--- config.mk ---
export PLATFORM = sky130hd
export DESIGN_NAME = jtframe_cen_multi
export DESIGN_NICKNAME = d
export VERILOG_FILES = /design/src/rtl/jtframe_cen_multi.sv
export SDC_FILE = /design/constraint.sdc
export NUM_CORES = 1
export LEC_CHECK = 0
export ABC_AREA = 1
export BUFFER_PORTS_ARGS = -buffer_cell sky130_fd_sc_hd__buf_2
export CAP_MARGIN = 20
export CORE_ASPECT_RATIO = 0.8
export CORE_MARGIN = 4
export CORE_UTILIZATION = 40
export DETAILED_ROUTE_END_ITERATION = 16
export PLACE_DENSITY_LB_ADDON = 0.05
export SKIP_LAST_GASP = 1
export SLEW_MARGIN = 0
export SYNTH_ARGS = -nofsm -noshare
export SYNTH_HDL_FRONTEND = slang
export SYNTH_SLANG_ARGS = --single-unit
--- constraint.sdc ---
create_clock -name clk -period 3.9 [get_ports clk]
set_clock_uncertainty 0.2 [all_clocks]
set_input_delay 0.78 -clock clk [delete_from_list [all_inputs] [get_ports clk]]
set_output_delay 0.78 -clock clk [all_outputs]
set_load 0.01 [all_outputs]
--- src/rtl/jtframe_cen_multi.sv ---
// rtl/jtframe_cen_multi.sv - multi-channel fractional N/M clock-enable generator
// Each channel runs a modulo-m accumulator stepping by n; cen fires on wrap.
module jtframe_cen_multi #(
   parameter  int CHANNELS = 4,
   parameter  int W        = 10,
   parameter  int DEF_N    = 1,
   parameter  int DEF_M    = 6,
   parameter  int LOCK_CNT = 16,
   localparam int CHW      = (CHANNELS > 1) ? $clog2(CHANNELS) : 1,
   localparam int LW       = $clog2(LOCK_CNT + 1)
) (
   input  logic                clk,
   input  logic                rst_n,
   input  logic                cfg_we,
   input  logic [CHW-1:0]      cfg_ch,
   input  logic [W-1:0]        cfg_n,
   input  logic [W-1:0]        cfg_m,
   input  logic                sync,
   output logic [CHANNELS-1:0] cen,
   output logic [CHANNELS-1:0] clkdiv,
   output logic [CHANNELS-1:0] ch_locked,
   output logic                locked
);

   logic [W-1:0] cfg_n_clamped;

   assign cfg_n_clamped = (cfg_n > cfg_m) ? cfg_m : cfg_n;

   genvar i;
   generate
      for (i = 0; i < CHANNELS; i++) begin : g_ch
         logic [W-1:0]  n, m, acc;
         logic [W:0]    sum;
         logic [LW-1:0] lcnt;
         logic          cen_r, div_r, lock_r;
         logic          we, run, fire;

         // Indices at or above CHANNELS never match, so such writes are dropped.
         assign we   = cfg_we && (cfg_ch == CHW'(i));
         assign run  = (n != '0) && (m != '0);
         assign sum  = {1'b0, acc} + {1'b0, n};
         assign fire = (sum >= {1'b0, m});

         always_ff @(posedge clk or negedge rst_n) begin
            if (!rst_n) begin
               n      <= W'(DEF_N);
               m      <= W'(DEF_M);
               acc    <= '0;
               cen_r  <= 1'b0;
               div_r  <= 1'b0;
               lcnt   <= '0;
               lock_r <= 1'b0;
            end else if (we) begin
               n      <= cfg_n_clamped;
               m      <= cfg_m;
               acc    <= '0;
               cen_r  <= 1'b0;
               div_r  <= 1'b0;
               lcnt   <= '0;
               lock_r <= 1'b0;
            end else if (!run) begin
               cen_r  <= 1'b0;
               lcnt   <= '0;
               lock_r <= 1'b0;
            end else if (sync) begin
               // Preload so the very next step wraps on every running channel.
               acc   <= m - n;
               cen_r <= 1'b0;
               div_r <= 1'b0;
            end else begin
               cen_r <= fire;
               if (fire) begin
                  acc   <= W'(sum - {1'b0, m});
                  div_r <= ~div_r;
                  if (lcnt != LW'(LOCK_CNT)) begin
                     lcnt <= lcnt + 1'b1;
                     if (lcnt == LW'(LOCK_CNT - 1))
                        lock_r <= 1'b1;
                  end
               end else begin
                  acc <= sum[W-1:0];
               end
            end
         end

         assign cen[i]       = cen_r;
         assign clkdiv[i]    = div_r;
         assign ch_locked[i] = lock_r;
      end
   endgenerate

   always_ff @(posedge clk or negedge rst_n) begin
      if (!rst_n)
         locked <= 1'b0;
      else
         locked <= &ch_locked;
   end

endmodule

# Word-level counts from Yosys, hierarchy flattened
# Cells that the tools add are included.
# Widths: inputs -> output; s select.
[totals] regBits=153 in_bits=26 out_inout_bits=13
[op_classes] add_sub_neg=16 order_cmp=5 eq_ne=27 mux=89 bitwise=4 reduce_logical=38
[op_table] operator="$mux 10" n=17
[op_table] operator="$mux 5" n=20
[op_table] operator="$reduce_bool 10->1" n=8
[op_table] operator="$sub 10x10->10" n=8
[op_table] operator="$mux 1" n=52
[op_table] operator="$add 10x10->11" n=4
[op_table] operator="$ge 11x10->1" n=4
[op_table] operator="$ne 3x2->1 const B" n=12
[op_table] operator="$add 5x1->5 const B" n=4
[op_table] operator="$eq 5x4->1 const B" n=4
[op_table] operator="$ne 5x5->1 const B" n=4
[op_table] operator="$reduce_and 4->1" n=5
[op_table] operator="$ne 3x3->1 const B" n=4
[op_table] operator="$reduce_and 3->1" n=4
[op_table] operator="$reduce_bool 3->1" n=4
[op_table] operator="$gt 10x10->1" n=1
[op_table] operator="$logic_and 1x1->1" n=8
[op_table] operator="$reduce_and 2->1" n=4
[op_table] operator="$reduce_bool 2->1" n=4
[op_table] operator="$eq 2x2->1 const B" n=2
[op_table] operator="$not 1->1" n=4
[op_table] operator="$eq 2x1->1 const B" n=1
[op_table] operator="$logic_not 2->1" n=1

# Logic depth before layout (Yosys ltp)
# Gate-level depths: netlist of the first run.
[depth] ltp_word=7 mapped_depth=23 depth_no_buf=22

# Worst setup path before layout of the first run
# Ideal clock, no wire load.
[synth_timing] path_type="reg2reg" startpoint="register g_ch[0].n[0]" endpoint="register g_ch[0].acc[1]" setup_ns=0.120 arrival_time_ns=2.993 t_required_ns=3.580 setup_slack_ns=0.587 stages_incl_launch_ff=22 n_path_buf=1 period_less_slack_ns=3.313 path_cell_list="dfstp_2 -> ha_1 -> inv_1 -> fa_1 -> inv_1 -> nand3_1 -> nand2_1 -> nand2_1 -> nand2_2 -> xor2_1 -> ha_1 -> nand2_1 -> inv_1 -> a21oi_1 -> nand3_2 -> nand2_2 -> nand2_4 -> buf_6 -> nand2_1 -> nand2_1 -> o21ai_1 -> nand2_1"
[synth_via] elab_chain_cells=6
[synth_lines] item="start: declaration" line="32" rtl="logic [W-1:0] n, m, acc;"
[synth_lines] item="start signal: assignment" line="46" rtl="n <= W'(DEF_N);"
[synth_lines] item="start signal: assignment" line="54" rtl="n <= cfg_n_clamped;"
[synth_lines] item="$add 10x10->11" line="41" rtl="assign sum = {1'b0, acc} + {1'b0, n};"
[synth_lines] item="$sub 10x10->10 / $ge 11x10->1 (equally long branches)" line="73, 42"
[synth_lines] item="$mux 10" line="72" rtl="if (fire) begin"
[synth_lines] item="$mux 10" line="65" rtl="end else if (sync) begin"
[synth_lines] item="$mux 10" line="61" rtl="end else if (!run) begin"
[synth_lines] item="$mux 10" line="53" rtl="end else if (we) begin"
[synth_lines] item="end signal: assignment" line="67" rtl="acc <= m - n;"
[synth_lines] item="end signal: assignment" line="73" rtl="acc <= W'(sum - {1'b0, m});"
[synth_lines] item="end signal: assignment" line="81" rtl="acc <= sum[W-1:0];"
[synth_lines] item="end: declaration" line="32"
# Several ways; a longest one is shown, not always the timed one. The select of a mux whose other input is x is not followed.
# A chain may end at the register's enable or synchronous reset.

# Final worst setup path of the first run
[layout_timing] startpoint="register g_ch[3].n[0]" endpoint="register g_ch[3].acc[8]"
[layout_via] elab_chain_cells=6
[layout_lines] item="start: declaration" line="32"
[layout_lines] item="start signal: assignment" line="46"
[layout_lines] item="start signal: assignment" line="54"
[layout_lines] item="$add 10x10->11" line="41"
[layout_lines] item="$sub 10x10->10 / $ge 11x10->1 (equally long branches)" line="73, 42"
[layout_lines] item="$mux 10" line="72"
[layout_lines] item="$mux 10" line="65"
[layout_lines] item="$mux 10" line="61"
[layout_lines] item="$mux 10" line="53"
[layout_lines] item="end signal: assignment" line="67"
[layout_lines] item="end signal: assignment" line="73"
[layout_lines] item="end signal: assignment" line="81"
[layout_lines] item="end: declaration" line="32"
# Several ways; a longest one is shown, not always the timed one. The select of a mux whose other input is x is not followed.

==> results summary, run 1 <==
The worst pin sits at a relative slew slack of 0.515. 39 I/O pins were placed. For this design the ratio of total power to cell area is ~1100 nW/um2.

The post-detailed-route count of antenna-violating nets is 0. The startpoint-to-endpoint class of the critical path is flip-flop to flip-flop. The horizontal die dimension came out at between 200 and 250 um. The final period demand of the worst path came out at ~3.6 ns. In this run the worst path has a maximum fanout of 14. The iteration-0 DRC count of the detailed router came out at 1,068.

The netlist area before placement is between 10,000 and 15,000 um2. The detail-routed net length per standard cell is between 15 and 20 um. The growth of design area from synthesis to finish is 10.0%. The tree built by TritonCTS fans out to 153 sinks. In this run the vertical extent of the chip is about 180 um. Setup repair after global routing left no endpoint under its margin. Counting flops and latches in the post-synthesis netlist gives roughly 150. The via count is 13,056. Data on the critical path is required at its endpoint by 4.04 ns. Of the post-synthesis cell area, the dominant cell type holds 0.253. The path class of the tightest hold or removal check is input port to asynchronous set/reset pin.

The number of cells on the worst reg-to-reg path is 21. The largest vdd supply drop came out at about 0.7 mV. The placeable core region came out at 34,000 um2. The count of distinct cell types in the synthesized netlist came out at 52. The leftover overflow at the end of global routing is 0. The total design power is 16.1 mW.

The initial antenna violation count came to 0. In this run the core area contains 60 standard-cell rows. The final sum of negative setup slack came out at 0 ns. Clock tree synthesis selected as its root buffer the cell sky130_fd_sc_hd__clkbuf_16. At the later pin of the worst-skew pair, clock insertion delay measures about 0.45 ns.

The count of antenna diodes in the layout came out at 0. The sequential standard cell area is 3840 um2. The layout has between 3,000 and 4,000 filler cells. The number of standard cells after synthesis came out at between 2,000 and 2,500. The sum of routed wire length over all layers is 42,500 um. For this design the static power due to leakage is roughly 8.1 nW.

The number of design rule violations left after detail routing is 0. STA classifies the critical path startpoint as a flip-flop. The run finished with clean final reports. Sorting the synthesized cells by area gives the leading types as sky130_fd_sc_hd__dfrtp_1, sky130_fd_sc_hd__nand2_1, sky130_fd_sc_hd__ha_1, sky130_fd_sc_hd__inv_1, sky130_fd_sc_hd__nand3_1.

During synthesis, Yosys emitted a total of 0 warnings. In the finished design, the share of the clock period the worst path needs comes to 0.929. In this run, synthesis inferred 0 flip-flops with an integrated enable.

In the final layout, the share of cells above drive strength 1 is 0.0977. Derived from the worst setup path, the maximum achievable clock frequency is 276 MHz. The net total in the final layout came out at roughly 2,300. The dominant synthesized flop cell is sky130_fd_sc_hd__dfrtp_1.

The full die area came out at about 38,000 um2. The buffer levels on the longest clock path is 2. The final number of hold-violating endpoints came out at 0.

After clock tree synthesis, the clock-pin slew on the worst setup and hold paths is 0.07 ns. Setup violations remaining at the end of the flow were counted as 0. The TritonCTS buffer count came out at 17. The area of the multi-input gates is approximately 8600 um2. The async set or reset register ratio after synthesis is 1.00. The weighted congestion reported at the end of routability-driven placement came out at between 0.9 and 1. At the pin with the least slew margin, the transition time is around 0.73 ns. The register area share after synthesis is 0.275. A synthesized cell averages roughly 6.8 um2. The count of buffers inserted at the top-level ports came out at 38. The global-route wire length before repair is 67,400 um. TritonCTS built the clock tree. The maximum level of the CTS H-tree came out at 4. The effective utilization at floorplan came out at 0.411.

The average via count per standard cell came out at between 5 and 6. The total routing resource utilization after global routing came out at 0.223. For this run, the detailed router's first-pass iteration total came to 5. The data arrival time of the worst path is 3.76 ns. The worst setup path is captured at a flip-flop. The maximum number of pins on one net before global-route repair came out at 58. The dominant cell type by area after synthesis is sky130_fd_sc_hd__dfrtp_1. The total count of max-transition violations in the final report came to 0. Once detailed placement completed, the half-perimeter wirelength came to ~34,000 um. The number of global-route vias before repair came out at 12,331. The net count after synthesis came out at 2,219.

The number of max-capacitance violations reported is 0.
[through the flow]
step	hold slack, ns	std cells	utilization	setup WS [ns]	area (um2)
2_1_floorplan	0.253	2043	-	0.587	14000
3_3_place_gp	0.268	2514	0.429	0.155	14600
3_5_place_dp	0.273	2514	0.429	0.0821	14600
4_1_cts	0.131	2545	0.449	0.0742	15300
5_1_grt	0.165	2552	0.452	0.0304	15400
6_report	0.124	2552	0.452	0.278	15400
[synth_stat cells, drive strengths merged (13+ instances only)]
cell,number
xnor2,25
ha,138
o21ai,133
nor3,15
nor2,136
inv,332
nand3,222
buf,33
clkbuf,16
a21oi,98
o21bai,13
nand2,583
xor2,31
nand4,42
dfrtp,141
or2,17
[report_power, final]
part / internal [mW] / total [mW] / switching (mW) / leakage, nW
Clock: 1.20 / 1.96 / 0.754 / 0.316
Combinational: 4.30 / 11.7 / 7.38 / 5.87
Sequential: 2.11 / 2.50 / 0.394 / 1.87
[critical path, cell delays in order (launching register included)]
cell and delay (ns):
sky130_fd_sc_hd__dfstp_2 0.57, sky130_fd_sc_hd__ha_1 0.21, sky130_fd_sc_hd__inv_1 0.07, sky130_fd_sc_hd__fa_1 0.41
sky130_fd_sc_hd__nand3b_1 0.17, sky130_fd_sc_hd__nand2_1 0.15, sky130_fd_sc_hd__nand2_2 0.08, sky130_fd_sc_hd__nand3_1 0.09
sky130_fd_sc_hd__nand2_1 0.09, sky130_fd_sc_hd__ha_1 0.34, sky130_fd_sc_hd__inv_2 0.08, sky130_fd_sc_hd__o21bai_2 0.08
sky130_fd_sc_hd__nand2_1 0.06, sky130_fd_sc_hd__nand2_1 0.06, sky130_fd_sc_hd__a21oi_2 0.15, sky130_fd_sc_hd__nand2_4 0.10
sky130_fd_sc_hd__inv_6 0.12, sky130_fd_sc_hd__nand2_8 0.12, sky130_fd_sc_hd__nand2_2 0.08, sky130_fd_sc_hd__nand3_1 0.09
sky130_fd_sc_hd__nand2_1 0.12, sky130_fd_sc_hd__nand2_1 0.05
[logic make-up (layout without fill, tap and decap cells)]
| group | after synthesis | after routing | synth area share |
|---|---|---|---|
| XOR/XNOR | 56 | 56 | 0.0351 |
| AO/OA/AOI/OAI | 264 | 264 | 0.104 |
| adder cells (fa/ha/maj) | 150 | 150 | 0.141 |
| AND/OR/NAND/NOR | 1038 | 1039 | 0.334 |
| buffers and inverters | 382 | 425 | 0.111 |
| flip-flops | 153 | 153 | 0.275 |
[per-layer routing]
| layer | global-route usage | part of all wire | vias up |
|---|---|---|---|
| li1 | - | - | 6650 |
| met1 | 0.343 | 0.52 | 6067 |
| met2 | 0.325 | 0.41 | 297 |
| met3 | 0.0315 | 0.049 | 42 |
| met4 | 0.0620 | 0.020 | 0 |
| met5 | 0 | 0 | - |
[flip-flops by register name, summed over array words and instances, names as in the netlist]
register	cells
g_ch.acc	40
g_ch.cen_r	4
g_ch.div_r	4
g_ch.lcnt	20
g_ch.lock_r	4
g_ch.m	40
g_ch.n	40
locked	1
[cell type report]
cell class | count | share of cell area
multi-input cells | 1509 | 0.561
clock buffers | 17 | 0.0277
inverters | 333 | 0.0817
repair buffers | 61 | 0.0256
well taps | 465 | 0.0379
flip-flops and latches | 153 | 0.250
clock inverters | 14 | 0.0158
[what timing repair did]
action / CTS / global route
buffers inserted: 0 / 6
hold buffers: 0 / 0
endpoints found under the setup margin: 0 / 35
gates resized for setup: 0 / 7
[layout by cell type (no fill, tap or decap), drive strengths merged, types with 17 or more instances in the layout]
cell type  instances
dfrtp            141
inv              335
nor2             136
or2               17
xor2              31
ha               138
buf               61
nand2            584
o21ai            133
nand4             42
nand3            222
clkbuf            17
xnor2             25
a21oi             98
[worst paths after layout]
kind                                             from                         end  slack [ns]
hold reg to reg            g_ch[2].acc[9]$_DFFE_PN0P_  g_ch[2].acc[9]$_DFFE_PN0P_        0.29
setup / recovery             g_ch[3].n[0]$_DFFE_PN1P_  g_ch[3].acc[8]$_DFFE_PN0P_        0.28
min in group clk           g_ch[2].acc[9]$_DFFE_PN0P_  g_ch[2].acc[9]$_DFFE_PN0P_        0.29
hold / removal                                  rst_n  g_ch[1].acc[9]$_DFFE_PN0P_        0.12
max in group asynchronous                       rst_n    g_ch[2].m[2]$_DFFE_PN1P_        2.54
setup reg to reg             g_ch[3].n[0]$_DFFE_PN1P_  g_ch[3].acc[8]$_DFFE_PN0P_        0.28
No activity file was read; power rests on OpenSTA's default activity.
==> inputs of run 2 (changes only) <==
==> constraint.sdc (replaced) <==
create_clock -name clk -period 3.9 [get_ports clk]
set_clock_uncertainty 0.2 [all_clocks]
set_input_delay 1.17 -clock clk [delete_from_list [all_inputs] [get_ports clk]]
set_output_delay 1.17 -clock clk [all_outputs]
set_load 0.01 [all_outputs]
==> results summary, run 2 (synthesized netlist as in run 1, its figures left out) <==
The maximum number of pins on one net before global-route repair came out at 68 (was 58). The nature of the critical path startpoint is a flip-flop (unchanged). The slew at the pin closest to its max-slew limit is 0.750 ns (was 0.726 ns). The effective utilization at floorplan is 0.411 (unchanged).

The number of setup violations in the final report is 0 (unchanged). The delay of the slowest critical-path stage is 0.56 ns (was 0.57 ns). The final sum of negative setup slack came out at 0 ns (unchanged). The horizontal die dimension is 217 um (unchanged). The post-place instance area came out at 14,600 um2 (about the same). The height of the die came out at 175 um (unchanged). The met2 track demand over resource was 0.331 (was 0.325). The highest-delay cell along the critical path was sky130_fd_sc_hd__dfstp_2 (unchanged). The fraction of met1 tracks used by global routing came to 0.351 (was 0.343). The final cell count without fillers is 2,556 (was 2,552). The most utilized layer in the global route result was met1 (unchanged).

The via count is 13,050 (was 13,056). The part of the total power dissipated in the clock network is 0.109 (was 0.121). The number of design rule violations left after detail routing is 0 (unchanged). The clock sink count is 153 (unchanged). The worst hold path passes through 2 cells. The worst reg2reg path endpoint is g_ch[3].lcnt[2]$_DFFE_PN0P_ (was g_ch[3].acc[8]$_DFFE_PN0P_). The register share of total power came to 0.158 (was 0.155).

The top achievable clock speed is 274 MHz (was 276 MHz). The largest vdd supply drop came out at 0.789 mV (was 0.720 mV). Leading cell types in the layout, fill and taps excluded: sky130_fd_sc_hd__nand2_1, sky130_fd_sc_hd__inv_1, sky130_fd_sc_hd__nand3_1, sky130_fd_sc_hd__dfrtp_1, sky130_fd_sc_hd__ha_1 (unchanged).

The placeable core region is 34,000 um2 (unchanged). The quantity of hold-fixing buffers added after cts came out at 0 (unchanged). The final number of hold-violating endpoints came out at 0 (unchanged).

The TritonCTS buffer count came out at 17 (unchanged). The total design power is 15.8 mW (was 16.1 mW). The worst-case register-to-register setup slack came out at 0.26 ns (was 0.28 ns). The number of top-level pins was 39 (unchanged). The data arrival time of the worst path came to 3.78 ns (was 3.76 ns). The startpoint-to-endpoint class of the critical path was flip-flop to flip-flop (unchanged).

Top flop regs: g_ch.acc x40, g_ch.m x40, g_ch.n x40 (unchanged). The maximum level of the CTS H-tree came out at 4 (unchanged). The clock tree from TritonCTS is done (unchanged). The total count of max-transition violations in the final report is 0 (unchanged). The minimum hold slack came out at 0.288 ns (was 0.124 ns). The final period demand of the worst path came to 3.64 ns (was 3.62 ns).

The count of cells along the worst register-to-register path came out at 19 (was 21). The highest fanout seen on the critical path is 14 (unchanged). The clock root buffer is sky130_fd_sc_hd__clkbuf_16 (unchanged). The pre-CTS setup slack is 0.159 ns (was 0.0821 ns). The number of cell rows was 60 (unchanged).

The headroom to the max-slew limit came to 0.500 (was 0.515). The net total in the final layout came out at 2,254 (was 2,251). The required time of the critical path is 4.04 ns (about the same).

The cell internal power dissipation came to 7.33 mW (was 7.61 mW). The most frequent cell on the critical path is sky130_fd_sc_hd__nand2_1 (unchanged). The half-perimeter wire length of the detailed placement result came out at 34,200 um (was 34,000 um). The number of max-capacitance violations reported is 0 (unchanged). Status: completed (unchanged).

Cell Chain, Critical Path: ha_1, inv_1, fa_1, nand3b_1, nand2_1, nand2_1, nand2_1, xor2_1, ha_1, inv_1, o21ai_0, nor2_1, nand2_2, nand3_4, nand2_8, nand2_2, nand2_2, nand3_1, nand2_1 (was ha_1, inv_1, fa_1, nand3b_1, nand2_1, nand2_2, nand3_1, nand2_1, ha_1, inv_2, o21bai_2, nand2_1, nand2_1, a21oi_2, nand2_4, inv_6, nand2_8, nand2_2, nand3_1, nand2_1, nand2_1). The number of global-route vias before repair was 12,057 (was 12,331). The leftover overflow at the end of global routing is 0 (unchanged). In this run the most critical hold path is launched from g_ch[3].acc[5]$_DFFE_PN0P_.

The post-detailed-route count of antenna-violating nets is 0 (unchanged). The switching share of power is 0.535 (was 0.529). The combinational power share is 0.733 (was 0.724). The sum of routed wire length over all layers was 42,400 um (was 42,500 um). The full die area is 38,000 um2 (unchanged). The beginning of the worst register-to-register path is g_ch[3].n[0]$_DFFE_PN1P_ (unchanged). The buffer levels on the longest clock path was 2 (unchanged). The utilization after layout is 0.450 (was 0.452).

The average via count per standard cell is 5.11 (was 5.12). The fraction of layout cells with a size suffix above 1 came out at 0.0985 (was 0.0977). The final critical-path share of the clock period is 0.934 (was 0.929). Unrepaired setup endpoints after global routing: false (unchanged).

The type of element capturing the critical path was a flip-flop (unchanged). The switching power total is 8.44 mW (was 8.53 mW). The total routing resource utilization after global routing is 0.224 (was 0.223). The weighted congestion reported at the end of routability-driven placement was 0.917 (was 0.961). The clock latency on the worst-skew pair is 0.45 ns (about the same). The iteration-0 DRC count of the detailed router came to 1,061 (was 1,068). The most common cell after layout, fill and taps aside is sky130_fd_sc_hd__nand2_1 (unchanged).

The filler cell count is 3,608 (was 3,596). The count of antenna diodes in the layout was 0 (unchanged). The worst hold path terminates at g_ch[3].acc[5]$_DFFE_PN0P_. The leakage component of the power was 8.04 nW (was 8.06 nW). The count of buffers inserted at the top-level ports came out at 38 (unchanged). The growth of design area from synthesis to finish came out at 9.47% (was 10.0%). The class of the worst hold path is flip-flop to flip-flop (was input port to asynchronous set/reset pin). The global-route wire length before repair was 67,500 um (was 67,400 um). The cell count after placement is 2,520 (was 2,514). The iteration count of the initial detailed-routing pass is 5 (unchanged). The CTS clock-pin slew for the worst setup and hold paths is 0.07 ns (about the same). The power per standard cell area is 1030 nW/um2 (was 1050 nW/um2).

The routing usage on met3 is 0.0341 (was 0.0315). The initial antenna violation count is 1 (was 0). The design area is 15,300 um2 (was 15,400 um2). The detail-routed net length per standard cell is 16.6 um (about the same).

The least setup slack across all paths after layout is 0.257 ns (was 0.278 ns).
run 2: cell types whose count changed in the layout (fill, tap and decap cells not counted), moves of 2 or more:
cell and delta:
sky130_fd_sc_hd__clkinv_2 +3, sky130_fd_sc_hd__bufinv_16 -4, sky130_fd_sc_hd__buf_4 +5, sky130_fd_sc_hd__nand2_2 -3
sky130_fd_sc_hd__clkbuf_8 +3, sky130_fd_sc_hd__inv_6 -2
run 2: critical path: cells and delay by family, from the launching register on:
| family | cells | cell delay (ns) |
|---|---|---|
| compound gates | 1 | 0.08 |
| xor+xnor | 1 | 0.19 |
| fa+ha+maj | 3 | 0.91 |
| buf+inv | 2 | 0.15 |
| flops | 1 | 0.56 |
| simple gates | 12 | 1.41 |
run 2: how the worst max path moves through the flow:
stage,startpoint,end,slack [ns],cells past startpoint
floorplan,g_ch[0].n[0]$_DFFE_PN1P_,g_ch[0].acc[1]$_DFFE_PN0P_,0.59,21
global placement,g_ch[0].n[0]$_DFFE_PN1P_,g_ch[0].lcnt[1]$_DFFE_PN0P_,0.25,19
detailed placement,g_ch[0].n[0]$_DFFE_PN1P_,g_ch[0].lcnt[0]$_DFFE_PN0P_,0.16,19
CTS,g_ch[0].n[0]$_DFFE_PN1P_,g_ch[0].lcnt[0]$_DFFE_PN0P_,0.15,19
global route,g_ch[3].n[0]$_DFFE_PN1P_,g_ch[3].lcnt[2]$_DFFE_PN0P_,0.005,21
finish,g_ch[3].n[0]$_DFFE_PN1P_,g_ch[3].lcnt[2]$_DFFE_PN0P_,0.26,19
run 2: final cells by class:
| class | instances | area (um2) | area share |
|---|---|---|---|
| clock buffers | 21 | 470 | 0.0308 |
| clock inverters | 11 | 120 | 0.00785 |
| inverters | 333 | 1250 | 0.0820 |
| multi-input cells | 1508 | 8610 | 0.563 |
| flip-flops and latches | 153 | 3840 | 0.251 |
| well taps | 465 | 582 | 0.0380 |
| repair buffers | 65 | 412 | 0.0269 |
run 2: what timing repair did:
item	CTS	global route
setup endpoints to repair	0	31
setup buffers	0	4
resized for setup	0	7
run 2: routing by layer:
metal / vias to the layer above / wire length [um]
met5: - / 7
met3: 30 / 2160
met1: 6051 / 22200
li1: 6657 / -
met4: 2 / 422
met2: 310 / 17600
run 2: power by group through the flow:
| stage | Sequential (mW) | Clock [mW] | Combinational (mW) |
|---|---|---|---|
| after floorplan | 2.38 | 0 | 9.19 |
| after global placement | 2.52 | 0 | 11.3 |
| after detailed placement | 2.52 | 0 | 11.3 |
| after CTS | 2.49 | 1.75 | 11.4 |
| after global routing | 2.55 | 1.82 | 13.2 |
| final | 2.49 | 1.71 | 11.6 |
==> inputs of run 3 (changes only) <==
==> constraint.sdc (replaced) <==
create_clock -name clk -period 3.6 [get_ports clk]
set_clock_uncertainty 0.2 [all_clocks]
set_input_delay 1.08 -clock clk [delete_from_list [all_inputs] [get_ports clk]]
set_output_delay 1.08 -clock clk [all_outputs]
set_load 0.01 [all_outputs]
==> results summary, run 3 (synthesized netlist as in run 1, its figures left out) <==
The final number of hold-violating endpoints was 0 (unchanged). The filler cell count was 3,580 (was 3,608). The clock tree from TritonCTS is done (unchanged).

The iteration-0 DRC count of the detailed router came out at 998 (was 1,061). The worst min-delay path endpoint is g_ch[0].acc[9]$_DFFE_PN0P_ (was g_ch[3].acc[5]$_DFFE_PN0P_). The number of cell rows came out at 60 (unchanged). The maximum number of pins on one net before global-route repair was 63 (was 68).

The height of the die is 175 um (unchanged). The total count of max-transition violations in the final report is 0 (unchanged). The number of buffers and inverters on the critical path is 3 (was 2). The most frequent cell on the critical path is sky130_fd_sc_hd__nand2_1 (unchanged). The average via count per standard cell is 5.11 (about the same). The count of buffers inserted at the top-level ports came to 38 (unchanged). The fraction of met1 tracks used by global routing came out at 0.347 (was 0.351). The data arrival time of the worst path is 3.54 ns (was 3.78 ns). The family with the most delay on the worst path is adder cells (was simple AND/OR/NAND/NOR gates).

The full die area was 38,000 um2 (unchanged). The met2 track demand over resource came out at 0.346 (was 0.331). The top achievable clock speed is 293 MHz (was 274 MHz). The number of max-capacitance violations reported was 0 (unchanged). The TritonCTS buffer count is 17 (unchanged). The worst-case register-to-register setup slack came out at 0.18 ns (was 0.26 ns). The half-perimeter wire length of the detailed placement result came out at 35,100 um (was 34,200 um). The count of cells along the worst register-to-register path is 19 (unchanged). The count of antenna diodes in the layout was 0 (unchanged). The routing usage on met3 is 0.0372 (was 0.0341). The sum of routed wire length over all layers came to 43,800 um (was 42,400 um). The startpoint of the most critical hold path is g_ch[0].acc[9]$_DFFE_PN0P_ (was g_ch[3].acc[5]$_DFFE_PN0P_). The class of the worst hold path is flip-flop to flip-flop (unchanged). The effective utilization at floorplan came out at 0.411 (unchanged). The maximum level of the CTS H-tree was 4 (unchanged). The detail-routed net length per standard cell is 17.0 um (was 16.6 um).

The number of setup violations in the final report is 0 (unchanged). The weighted congestion reported at the end of routability-driven placement is 0.974 (was 0.917). The most common cell after layout, fill and taps aside is sky130_fd_sc_hd__nand2_1 (unchanged). The CTS clock-pin slew for the worst setup and hold paths came out at 0.06 ns (was 0.07 ns). The horizontal die dimension is 217 um (unchanged). The final critical-path share of the clock period is 0.949 (was 0.934). The clock latency on the worst-skew pair came out at 0.44 ns (was 0.45 ns). The clock root buffer is sky130_fd_sc_hd__clkbuf_16 (unchanged).

The cell count after placement is 2,535 (was 2,520). The initial antenna violation count came out at 0 (was 1). The startpoint-to-endpoint class of the critical path is flip-flop to flip-flop (unchanged). The net total in the final layout came out at 2,279 (was 2,254).

The number of top-level pins was 39 (unchanged). The global-route wire length before repair came to 68,800 um (was 67,500 um). The final cell count without fillers is 2,580 (was 2,556). The highest fanout seen on the critical path came out at 11 (was 14). The iteration count of the initial detailed-routing pass is 5 (unchanged). The most utilized layer in the global route result is met1 (unchanged). The nature of the critical path startpoint was a flip-flop (unchanged).

Top flop regs: g_ch.acc x40, g_ch.m x40, g_ch.n x40 (unchanged). The clock sink count was 153 (unchanged). The final period demand of the worst path is 3.42 ns (was 3.64 ns). The worst reg2reg path endpoint is g_ch[0].acc[4]$_DFFE_PN0P_ (was g_ch[3].lcnt[2]$_DFFE_PN0P_).

The beginning of the worst register-to-register path is g_ch[0].n[0]$_DFFE_PN1P_ (was g_ch[3].n[0]$_DFFE_PN1P_). The quantity of hold-fixing buffers added after cts came to 0 (unchanged). Leading cell types in the layout, fill and taps excluded: sky130_fd_sc_hd__nand2_1, sky130_fd_sc_hd__inv_1, sky130_fd_sc_hd__nand3_1, sky130_fd_sc_hd__dfrtp_1, sky130_fd_sc_hd__ha_1 (unchanged). The placeable core region is 34,000 um2 (unchanged). The delay of the slowest critical-path stage came out at 0.53 ns (was 0.56 ns). Status: completed (unchanged). The via count came out at 13,184 (was 13,050).

The pre-CTS setup slack is -0.0122 ns (was 0.159 ns). The number of design rule violations left after detail routing is 0 (unchanged). The slew at the pin closest to its max-slew limit is 0.763 ns (was 0.750 ns). The fraction of layout cells with a size suffix above 1 came to 0.121 (was 0.0985). The number of global-route vias before repair came to 12,333 (was 12,057). The least setup slack across all paths after layout came out at 0.184 ns (was 0.257 ns). The required time of the critical path was 3.72 ns (was 4.04 ns).

Cell Chain, Critical Path: ha_1, inv_1, fa_2, inv_1, nand3_1, nand2_1, nand2_1, nand2_4, xor2_4, ha_4, nand2_1, nor2_1, nand3b_1, nand2_1, a21oi_4, buf_6, a21oi_1, o21ai_1, nand2_1 (was ha_1, inv_1, fa_1, nand3b_1, nand2_1, nand2_1, nand2_1, xor2_1, ha_1, inv_1, o21ai_0, nor2_1, nand2_2, nand3_4, nand2_8, nand2_2, nand2_2, nand3_1, nand2_1). The headroom to the max-slew limit came out at 0.490 (was 0.500). The leftover overflow at the end of global routing came to 0 (unchanged). The instance count along the most critical hold path is 2 (unchanged). The growth of design area from synthesis to finish came out at 12.7% (was 9.47%). The highest-delay cell along the critical path is sky130_fd_sc_hd__dfstp_2 (unchanged).

The total routing resource utilization after global routing was 0.229 (was 0.224). The type of element capturing the critical path is a flip-flop (unchanged). The post-detailed-route count of antenna-violating nets is 0 (unchanged). The buffer levels on the longest clock path was 2 (unchanged).
==> run 3: cell types whose count changed in the layout (fill, tap and decap cells not counted), sizes merged <==
cell	before	now
buf	65	87
inv	333	332
clkinv	6	7
clkinvlp	3	1
nand2	583	586
clkbuf	21	22
==> run 3: worst max-delay path by stage <==
stage / startpoint / end / cells after the start
2_1_floorplan: g_ch[0].n[0]$_DFFE_PN1P_ / g_ch[0].acc[1]$_DFFE_PN0P_ / 21
3_3_place_gp: g_ch[2].n[0]$_DFFE_PN1P_ / g_ch[2].acc[8]$_DFFE_PN0P_ / 20
3_5_place_dp: g_ch[2].n[0]$_DFFE_PN1P_ / g_ch[2].acc[8]$_DFFE_PN0P_ / 20
4_1_cts: g_ch[2].n[0]$_DFFE_PN1P_ / g_ch[2].acc[8]$_DFFE_PN0P_ / 20
5_1_grt: g_ch[1].n[0]$_DFFE_PN1P_ / g_ch[1].acc[3]$_DFFE_PN0P_ / 20
6_report: g_ch[0].n[0]$_DFFE_PN1P_ / g_ch[0].acc[4]$_DFFE_PN0P_ / 19
==> run 3: metal layers <==
layer	share of wire	vias up
li1	-	6699
met1	0.51	6154
met2	0.42	295
met3	0.052	36
met4	0.014	0
met5	0	-
==> run 3: what timing repair did <==
action | CTS | global route
setup buffers | 0 | 11
pin swaps | 1 | 14
cloned | 0 | 3
endpoints found under the setup margin | 2 | 68
gates resized for setup | 0 | 52
==> run 3: stage by stage <==
step                      setup TNS (ns)  hold WS, ns  instance area, um2   util
final                                  0        0.287               15700  0.463
after global routing             -0.0793        0.307               15700  0.463
after CTS                              0        0.290               15400  0.452
after detailed placement         -0.0122        0.272               14800  0.434
after global placement                 0        0.269               14800  0.434
after floorplan                        0        0.253               14000      -
==> run 3: final cells by class <==
cell class	count	area, um2	share of cell area
Clock inverter	9	116	0.00739
Sequential cell	153	3840	0.244
Multi-Input combinational cell	1511	8860	0.563
Inverter	333	1260	0.0802
Tap cell	465	582	0.0370
Timing Repair Buffer	87	604	0.0384
Clock buffer	22	474	0.0301
==> run 3: tightest hold or removal path: cells and delay by family (launching register included) <==
| family | cells | cell delay [ns] |
|---|---|---|
| flip-flops | 1 | 0.35 |
| AND/OR/NAND/NOR | 2 | 0.10 |
Power of run 3 is left out: the tool's default activity adds up to more than one toggle a clock period on the data nets, which glitch-free logic cannot reach.
